==> src/rtl/calc_pkg.sv <==
// Shared definitions for the calculator sweep host.
//   OPERAND_W / RESULT_W : calculator operand and result widths
//   IDX_W                : width of the packed (a,b) pair index
//   sweep_state_t        : sequencer FSM states
//   CRC8_POLY            : CRC-8 polynomial used by the signature accumulator
//   crc8_byte()          : one-byte CRC-8 update, MSB first, no reflection
package calc_pkg;

  localparam int OPERAND_W = 4;
  localparam int RESULT_W  = 8;
  localparam int IDX_W     = 2 * OPERAND_W;

  localparam logic [7:0] CRC8_POLY = 8'h07;

  typedef enum logic [1:0] {
    ST_IDLE    = 2'd0,
    ST_DRIVE   = 2'd1,
    ST_PRESENT = 2'd2,
    ST_DONE    = 2'd3
  } sweep_state_t;

  function automatic logic [7:0] crc8_byte(input logic [7:0] crc, input logic [7:0] data);
    logic [7:0] c;
    c = crc ^ data;
    for (int i = 0; i < 8; i++) begin
      c = c[7] ? ((c << 1) ^ CRC8_POLY) : (c << 1);
    end
    return c;
  endfunction

endpackage

==> src/rtl/calc_sig_accum.sv <==
// Run-signature register for the sweep host.
// Build option: CALC_SWEEP_CRC_EN
//   defined   -> signature is CRC-8 (poly 0x07, init 0, no reflection, no final XOR)
//   undefined -> signature is the modulo-256 sum of the accepted bytes
// Ports:
//   clk, rst  : clock, synchronous active-high reset (clears signature)
//   clr_i     : clear signature to 0 (takes priority over en_i)
//   en_i      : fold data_i into the signature this cycle
//   data_i    : byte to fold in
//   sig_o     : current signature
module calc_sig_accum
  import calc_pkg::*;
(
  input  logic                clk,
  input  logic                rst,
  input  logic                clr_i,
  input  logic                en_i,
  input  logic [RESULT_W-1:0] data_i,
  output logic [RESULT_W-1:0] sig_o
);

  logic [RESULT_W-1:0] sig_q;
  logic [RESULT_W-1:0] sig_d;

  always_comb begin
    sig_d = sig_q;
    if (clr_i) begin
      sig_d = '0;
    end else if (en_i) begin
`ifdef CALC_SWEEP_CRC_EN
      sig_d = crc8_byte(sig_q, data_i);
`else
      sig_d = sig_q + data_i;
`endif
    end
  end

  always_ff @(posedge clk) begin
    if (rst) begin
      sig_q <= '0;
    end else begin
      sig_q <= sig_d;
    end
  end

  assign sig_o = sig_q;

endmodule

==> src/rtl/calc_sweep_host.sv <==
// Host-side sequencer that sweeps every (a,b) operand pair through a
// 4-bit/8-bit calculator, captures each result after LATENCY cycles and
// streams it out on a valid/ready interface while building a run signature.
// Build option: CALC_SWEEP_CRC_EN (selects CRC-8 vs. sum signature, see
// calc_sig_accum).
// Parameters:
//   LATENCY   : cycles from operands driven to result_in sampled (1..7)
// Ports:
//   clk, rst            : clock, synchronous active-high reset
//   start               : begin a sweep (only honoured in IDLE)
//   busy, done          : sweep in progress / one-cycle end-of-sweep pulse
//   a_out, b_out        : operands to the calculator
//   result_in           : calculator result
//   res_valid/res_ready : output stream handshake
//   res_data, res_a/b   : captured result and the operands that produced it
//   res_last            : marks the (15,15) pair
//   signature           : running signature of transferred results
module calc_sweep_host
  import calc_pkg::*;
#(
  parameter int LATENCY = 1
) (
  input  logic                 clk,
  input  logic                 rst,
  input  logic                 start,
  output logic                 busy,
  output logic                 done,
  output logic [OPERAND_W-1:0] a_out,
  output logic [OPERAND_W-1:0] b_out,
  input  logic [RESULT_W-1:0]  result_in,
  output logic                 res_valid,
  input  logic                 res_ready,
  output logic [RESULT_W-1:0]  res_data,
  output logic [OPERAND_W-1:0] res_a,
  output logic [OPERAND_W-1:0] res_b,
  output logic                 res_last,
  output logic [RESULT_W-1:0]  signature
);

  // DRIVE ends on the cycle where the wait counter reaches LATENCY-1.
  localparam logic [2:0] LAST_CNT = 3'(LATENCY - 1);

  sweep_state_t        state_q, state_d;
  logic [IDX_W-1:0]    idx_q, idx_d;
  logic [2:0]          cnt_q, cnt_d;
  logic [RESULT_W-1:0] res_data_q, res_data_d;
  logic [IDX_W-1:0]    res_idx_q, res_idx_d;
  logic                sig_clr;
  logic                sig_en;

  always_comb begin
    state_d    = state_q;
    idx_d      = idx_q;
    cnt_d      = cnt_q;
    res_data_d = res_data_q;
    res_idx_d  = res_idx_q;
    sig_clr    = 1'b0;
    sig_en     = 1'b0;
    case (state_q)
      ST_IDLE: begin
        if (start) begin
          idx_d   = '0;
          cnt_d   = '0;
          sig_clr = 1'b1;
          state_d = ST_DRIVE;
        end
      end
      ST_DRIVE: begin
        if (cnt_q == LAST_CNT) begin
          res_data_d = result_in;
          res_idx_d  = idx_q;
          state_d    = ST_PRESENT;
        end else begin
          cnt_d = cnt_q + 3'd1;
        end
      end
      ST_PRESENT: begin
        if (res_ready) begin
          sig_en = 1'b1;
          // The transfer of pair 0xFF ends the sweep; idx never wraps.
          if (idx_q == {IDX_W{1'b1}}) begin
            state_d = ST_DONE;
          end else begin
            idx_d   = idx_q + 8'd1;
            cnt_d   = '0;
            state_d = ST_DRIVE;
          end
        end
      end
      ST_DONE: begin
        state_d = ST_IDLE;
      end
      default: begin
        state_d = ST_IDLE;
      end
    endcase
  end

  always_ff @(posedge clk) begin
    if (rst) begin
      state_q    <= ST_IDLE;
      idx_q      <= '0;
      cnt_q      <= '0;
      res_data_q <= '0;
      res_idx_q  <= '0;
    end else begin
      state_q    <= state_d;
      idx_q      <= idx_d;
      cnt_q      <= cnt_d;
      res_data_q <= res_data_d;
      res_idx_q  <= res_idx_d;
    end
  end

  calc_sig_accum u_sig (
    .clk    (clk),
    .rst    (rst),
    .clr_i  (sig_clr),
    .en_i   (sig_en),
    .data_i (res_data_q),
    .sig_o  (signature)
  );

  assign busy      = (state_q != ST_IDLE);
  assign done      = (state_q == ST_DONE);
  assign a_out     = idx_q[IDX_W-1:OPERAND_W];
  assign b_out     = idx_q[OPERAND_W-1:0];
  assign res_valid = (state_q == ST_PRESENT);
  assign res_data  = res_data_q;
  assign res_a     = res_idx_q[IDX_W-1:OPERAND_W];
  assign res_b     = res_idx_q[OPERAND_W-1:0];
  assign res_last  = res_valid && (res_idx_q == {IDX_W{1'b1}});

endmodule

==> config.mk <==
export PLATFORM = sky130hd
export DESIGN_NAME = calc_sweep_host
export DESIGN_NICKNAME = d
export VERILOG_FILES = /design/src/rtl/calc_pkg.sv /design/src/rtl/calc_sig_accum.sv /design/src/rtl/calc_sweep_host.sv
export SDC_FILE = /design/constraint.sdc
export NUM_CORES = 1
export LEC_CHECK = 0
export BUFFER_PORTS_ARGS = -buffer_cell sky130_fd_sc_hd__buf_2
export CAP_MARGIN = 20
export CORE_MARGIN = 2
export CORE_UTILIZATION = 35
export CTS_BUF_LIST = sky130_fd_sc_hd__clkbuf_8
export CTS_CLUSTER_DIAMETER = 50
export DETAILED_ROUTE_END_ITERATION = 12
export PLACE_DENSITY = 0.6
export SETUP_SLACK_MARGIN = 0.5
export SYNTH_ARGS = -nofsm -noshare
export SYNTH_HDL_FRONTEND = slang
export SYNTH_HIERARCHICAL = 1
export SYNTH_SLANG_ARGS = --single-unit
==> constraint.sdc <==
create_clock -name clk -period 4.8 [get_ports clk]
set_input_delay 0.96 -clock clk [delete_from_list [all_inputs] [get_ports clk]]
set_output_delay 0.96 -clock clk [all_outputs]
set_load 0.01 [all_outputs]
Word level (Yosys, flattened, before mapping). Index checks and enable logic that the tools add are counted.

Output and inout port bits: 36. Register bits: 37. Bits in writable memories: 0. Latch bits: 0. Memories kept: 0. Memory bits (read-only): 0.

Reduce and logical (&&, ||, !) cells: 11. Shift operators: 0. Bitwise gates (word level): 0. Div/mod/pow operators: 0. Equality and inequality tests: 10. $add $sub $neg: 3. $lt $le $gt $ge: 0. Mux-type cells: 18. $mul: 0.

Operator list (count): $mux 8 (3); $eq 8x8->1 const B (2); $pmux 8 s2 (1); $mux 3 (4); $pmux 3 s3 (1); $add 8x1->8 const B (1); $add 8x8->8 (1); $mux 2 (4); $ne 2x2->1 const B (4); $pmux 2 s4 (1); $reduce_and 5->1 (1); $eq 2x2->1 const B (2); $mux 1 (4); $reduce_and 4->1 (1); $reduce_bool 2->1 (2); $add 3x1->3 const B (1); $logic_not 3->1 (1); $reduce_and 3->1 (1); $reduce_bool 3->1 (1); $eq 2x1->1 const B (1); $logic_not 2->1 (1); $ne 2x1->1 const B (1); $reduce_and 2->1 (1); $reduce_or 2->1 (1); $logic_and 1x1->1 (1).

Longest topological paths before layout.
Depth in word-level cells: 4. Gate-level depth with buffers: 8.

Cells and area by module. Netlist, hierarchy kept.

Modules (own cells, without submodules): calc_sweep_host (times used 1, cells an instance 164, area an instance 1345.0 µm², sequential area each 580.6 µm²); calc_sig_accum (times used 1, cells an instance 70, area an instance 605.6 µm², sequential area each 160.2 µm²).

Worst setup path after synthesis. Ideal clock, no wire load.

Kind: input-to-reg. Start: input port start. End: register u_sig.sig_q[6], in the netlist u_sig/sig_o[6]. Data required time: 4.671 ns. Buffers on the path: 1. Arrival: 2.026 ns. Slack: 2.645 ns. Stages: 6. Cells stage by stage: nor3b_1 > or2_2 > clkbuf_1 > nor3_1 > a31oi_1 > o211ai_1.

Cells in the longest elaborated chain, start to end: 3.

RTL lines: start: declaration (RTL line calc_sweep_host.sv:25) `input logic start,`; $mux 1 (RTL line calc_sweep_host.sv:61) `if (start) begin`; $mux 1 (RTL line calc_sweep_host.sv:59) `case (state_q)`; $reduce_or 2->1 (no line); end signal: assignment (RTL line calc_sig_accum.sv:42) `sig_q <= sig_d;`; end: declaration (RTL line calc_sig_accum.sv:22) `logic [RESULT_W-1:0] sig_q;`.

No other way between the ends. A chain may end at the register's enable or synchronous reset.

Worst setup path after layout.
Start: register state_q[1]. End: output port res_last.

Cells in the longest elaborated chain, start to end: 2.

RTL lines: start: declaration (RTL line calc_sweep_host.sv:43) `sweep_state_t state_q, state_d;`; start signal: assignment (RTL line calc_sweep_host.sv:107) `state_q <= state_d;`; $eq 2x2->1 (RTL line calc_sweep_host.sv:128) `assign res_valid = (state_q == ST_PRESENT);`; $logic_and 1x1->1 (RTL line calc_sweep_host.sv:132) `assign res_last = res_valid && (res_idx_q == {IDX_W{1'b1}});`; end: declaration (RTL line calc_sweep_host.sv:36) `output logic res_last,`.

No other way between the ends.

==> impl_results.md <==
* Status: finished, final reports clean
* Yosys top cell area share at 37.97%
* Root buf cell: clkbuf_8
* Syn Inst Count at 234
* # rows at 27
* Count leader, synth: nand2_1
* Worst VDD drop at 0.0001506 V
* Crit-path max cell delay at 520 ps
* Max-cap viol count at 0
* Top post-synthesis cells by area: dfxtp_1 38%, nand2_1 7.9%, a21oi_1 6.7%
* Delay-heaviest family, CP: flip-flops
* P per Cell Area at 304.4 nW/um2
* Routed len/inst at 12.91 um
* Post-synth EDFFs at 0
* Largest area contributor in the netlist: dfxtp_1
* Most frequent cells after synthesis: 41 x nand2_1, 37 x dfxtp_1, 26 x a21oi_1
* Post-route DRC violation count at 0
* RePlAce Congestion at 0.7933
* CTS sink cnt at 37
* Final HPWL DP at 3.354 mm
* Yosys cell types at 51
* CTS buffer count at 5
* Final ANT Viol Nets at 0
* RSZ-0062 raised after global routing: no
* Leak Pwr at 0.9671 nW
* Nets at 300
* Worst-path clk slew at 70 ps
* Post-CTS Setup Inserts at 0
* Layout cells sized above 1 at 24.46%
* Core area at 5439 um2
* Setup TNS at 0 ps
* Mapped Area at 1951 um2
* Syn Area/Cell at 8.336 um2
* Worst-skew pair later-pin latency at 290 ps
* Post-Route WL at 4.517 mm
* Port buffer count at 47
* Post-CTS resize count at 0
* Fin crit period at 2291 ps
* Clk buf depth at 2
* Fin Clk Skew at 7.311 ps
* Initial Utilization at 35.86%
* Synth Register Bits at 37
* Final setup violation count at 0
* Sw Share at 29.28%
* First-pass GRT wire length at 7.672 mm
* Gr usage total at 15.65%
* CP bufs+invs at 1
* Internal power at 0.4994 mW
* Achievable Freq at 436.6 MHz
* Io pins at 48
* Worst-Margin Slew at 831.9 ps
* ANT cells at 0
* Vias in the first global route at 1726
* Power share of the combinational group at 18.2%
* Clock power frac at 34.0%
* Levels on crit path at 3
* Seq/Total Area, Yosys at 37.97%
* Worst-path fanout max at 10
* Die width at 78.66 um
* TritonCTS clock tree: done
* Worst R2R Path Depth at 8
* Synth Flop Type: dfxtp_1
* Gr ovfl total at 0
* Post-synth net total at 257
* CP max-delay cell: dfxtp_1
* Pins Over Slew Limit at 0
* Final hold vios at 0
* Chip height at 78.66 um
* Initial DRC count at 72
* Required time of the critical path at 3840 ps
* Synth-to-Final Area Change at 18.92%
* Die area at 6187 um2
* Via/cell ratio at 5.080
* Period utilization at 47.72%
* Non-Filler Instances at 350
* DR pass1 iterations at 4
* Hold buffers post-CTS at 0
* WHS Path Cells at 2
* Worst hold path type: reg2reg
* Critical Path, Cell by Cell: nand2b_2 > nor3_1 > buf_2
* Worst slew margin at 43.75%
* Asr flop ratio synth at 0%
* Fin util at 42.65%
* Sequential power share at 47.8%
* H-tree depth at 2
* Placed Cells at 342
* Vias at 1778
* CP startpoint kind: flip-flop
* Largest net degree at the start of global routing at 27
* Critical path class: reg2out
* CP Data Arrival Time at 1330 ps
* Critical path capture point type: output port
* Initial antenna violation count at 0
* Switching power at 0.2068 mW
* Synth Warn # at 6
-- state kept, by name (all words and copies together) (netlist names) --
register / count
idx_q: 8
res_idx_q: 8
state_q: 2
u_sig/sig_o: 8
res_data: 8
cnt_q: 3
-- tightest hold or removal path: cells and delay by family, from the launching register on --
kind             cells  cell delay, ps
flip-flops           1             320
AND/OR/NAND/NOR      1              50
AO/OA/AOI/OAI        1              50
-- worst paths after layout --
path / end / slack [ps] / startpoint
setup / recovery: res_last / 2510 / state_q[1]$_SDFFE_PP0P_
hold / removal: res_data[6]$_SDFFE_PP0P_ / 470 / res_data[6]$_SDFFE_PP0P_
setup reg to reg: u_sig/sig_o[4]$_SDFFE_PP0P_ / 2910 / u_sig/sig_o[0]$_SDFFE_PP0P_
hold reg to reg: res_data[6]$_SDFFE_PP0P_ / 470 / res_data[6]$_SDFFE_PP0P_
-- cells by family after synthesis --
kind of cell | Yosys count | synth area share, %
compound gates | 57 | 18.41
xor+xnor | 3 | 1.347
fa+ha+maj | 11 | 7.441
buf+inv | 23 | 5.773
flops | 37 | 37.97
mux | 6 | 3.079
simple gates | 97 | 25.98
-- area by class of cell --
class | instances | area, um2
clock buffers | 7 | 96.34
clock inverters | 1 | 5.005
fillers | 574 | 3119
inverters | 11 | 41.29
multi-input cells | 174 | 1104
flip-flops and latches | 37 | 740.7
well taps | 72 | 90.09
repair buffers | 48 | 242.7
-- through the flow --
stage	instance area [um2]	total power [mW]	hold WS (ps)	worst slack (ps)
after floorplan	1951	0.4386	467.9	2645
after global placement	2218	0.4728	461.2	2518
after detailed placement	2218	0.4741	464.2	2455
after CTS	2320	0.7167	474.4	2477
after global routing	2320	0.7470	499.7	2424
final	2320	0.7062	473.8	2509
-- power by group through the flow --
stage	sequential, mW	clock, mW	combinational, mW
2_1_floorplan	0.342	0	0.0963
4_1_cts	0.338	0.249	0.130
6_report	0.337	0.240	0.129
3_5_place_dp	0.345	0	0.129
3_3_place_gp	0.345	0	0.128
5_1_grt	0.340	0.261	0.146
-- per-layer routing --
metal | vias up | share of wire (%) | track usage [%] | wire (um)
li1 | 912 | - | - | -
met1 | 817 | 48 | 18.83 | 2175
met2 | 47 | 46 | 26.32 | 2056
met3 | 2 | 5.8 | 5.287 | 261
met4 | 0 | 0.51 | 4.737 | 23
met5 | - | 0 | 0 | 0
-- cells in the final DEF, fill, tap and decap left out, types with 3 or more instances in the layout --
master,synthesis,layout
dfxtp_1,37,37
or3_1,4,4
or4_1,4,4
nor2b_1,3,3
inv_1,10,10
nor2_1,11,11
nand3b_1,3,3
mux2i_1,6,6
nor3_1,5,5
a21oi_1,26,26
o21ai_1,5,5
nand3_1,6,6
nand2_1,41,41
clkbuf_8,0,7
buf_2,3,47
o31ai_1,7,7
ha_1,10,10
Power figures use the tool's default switching activity.
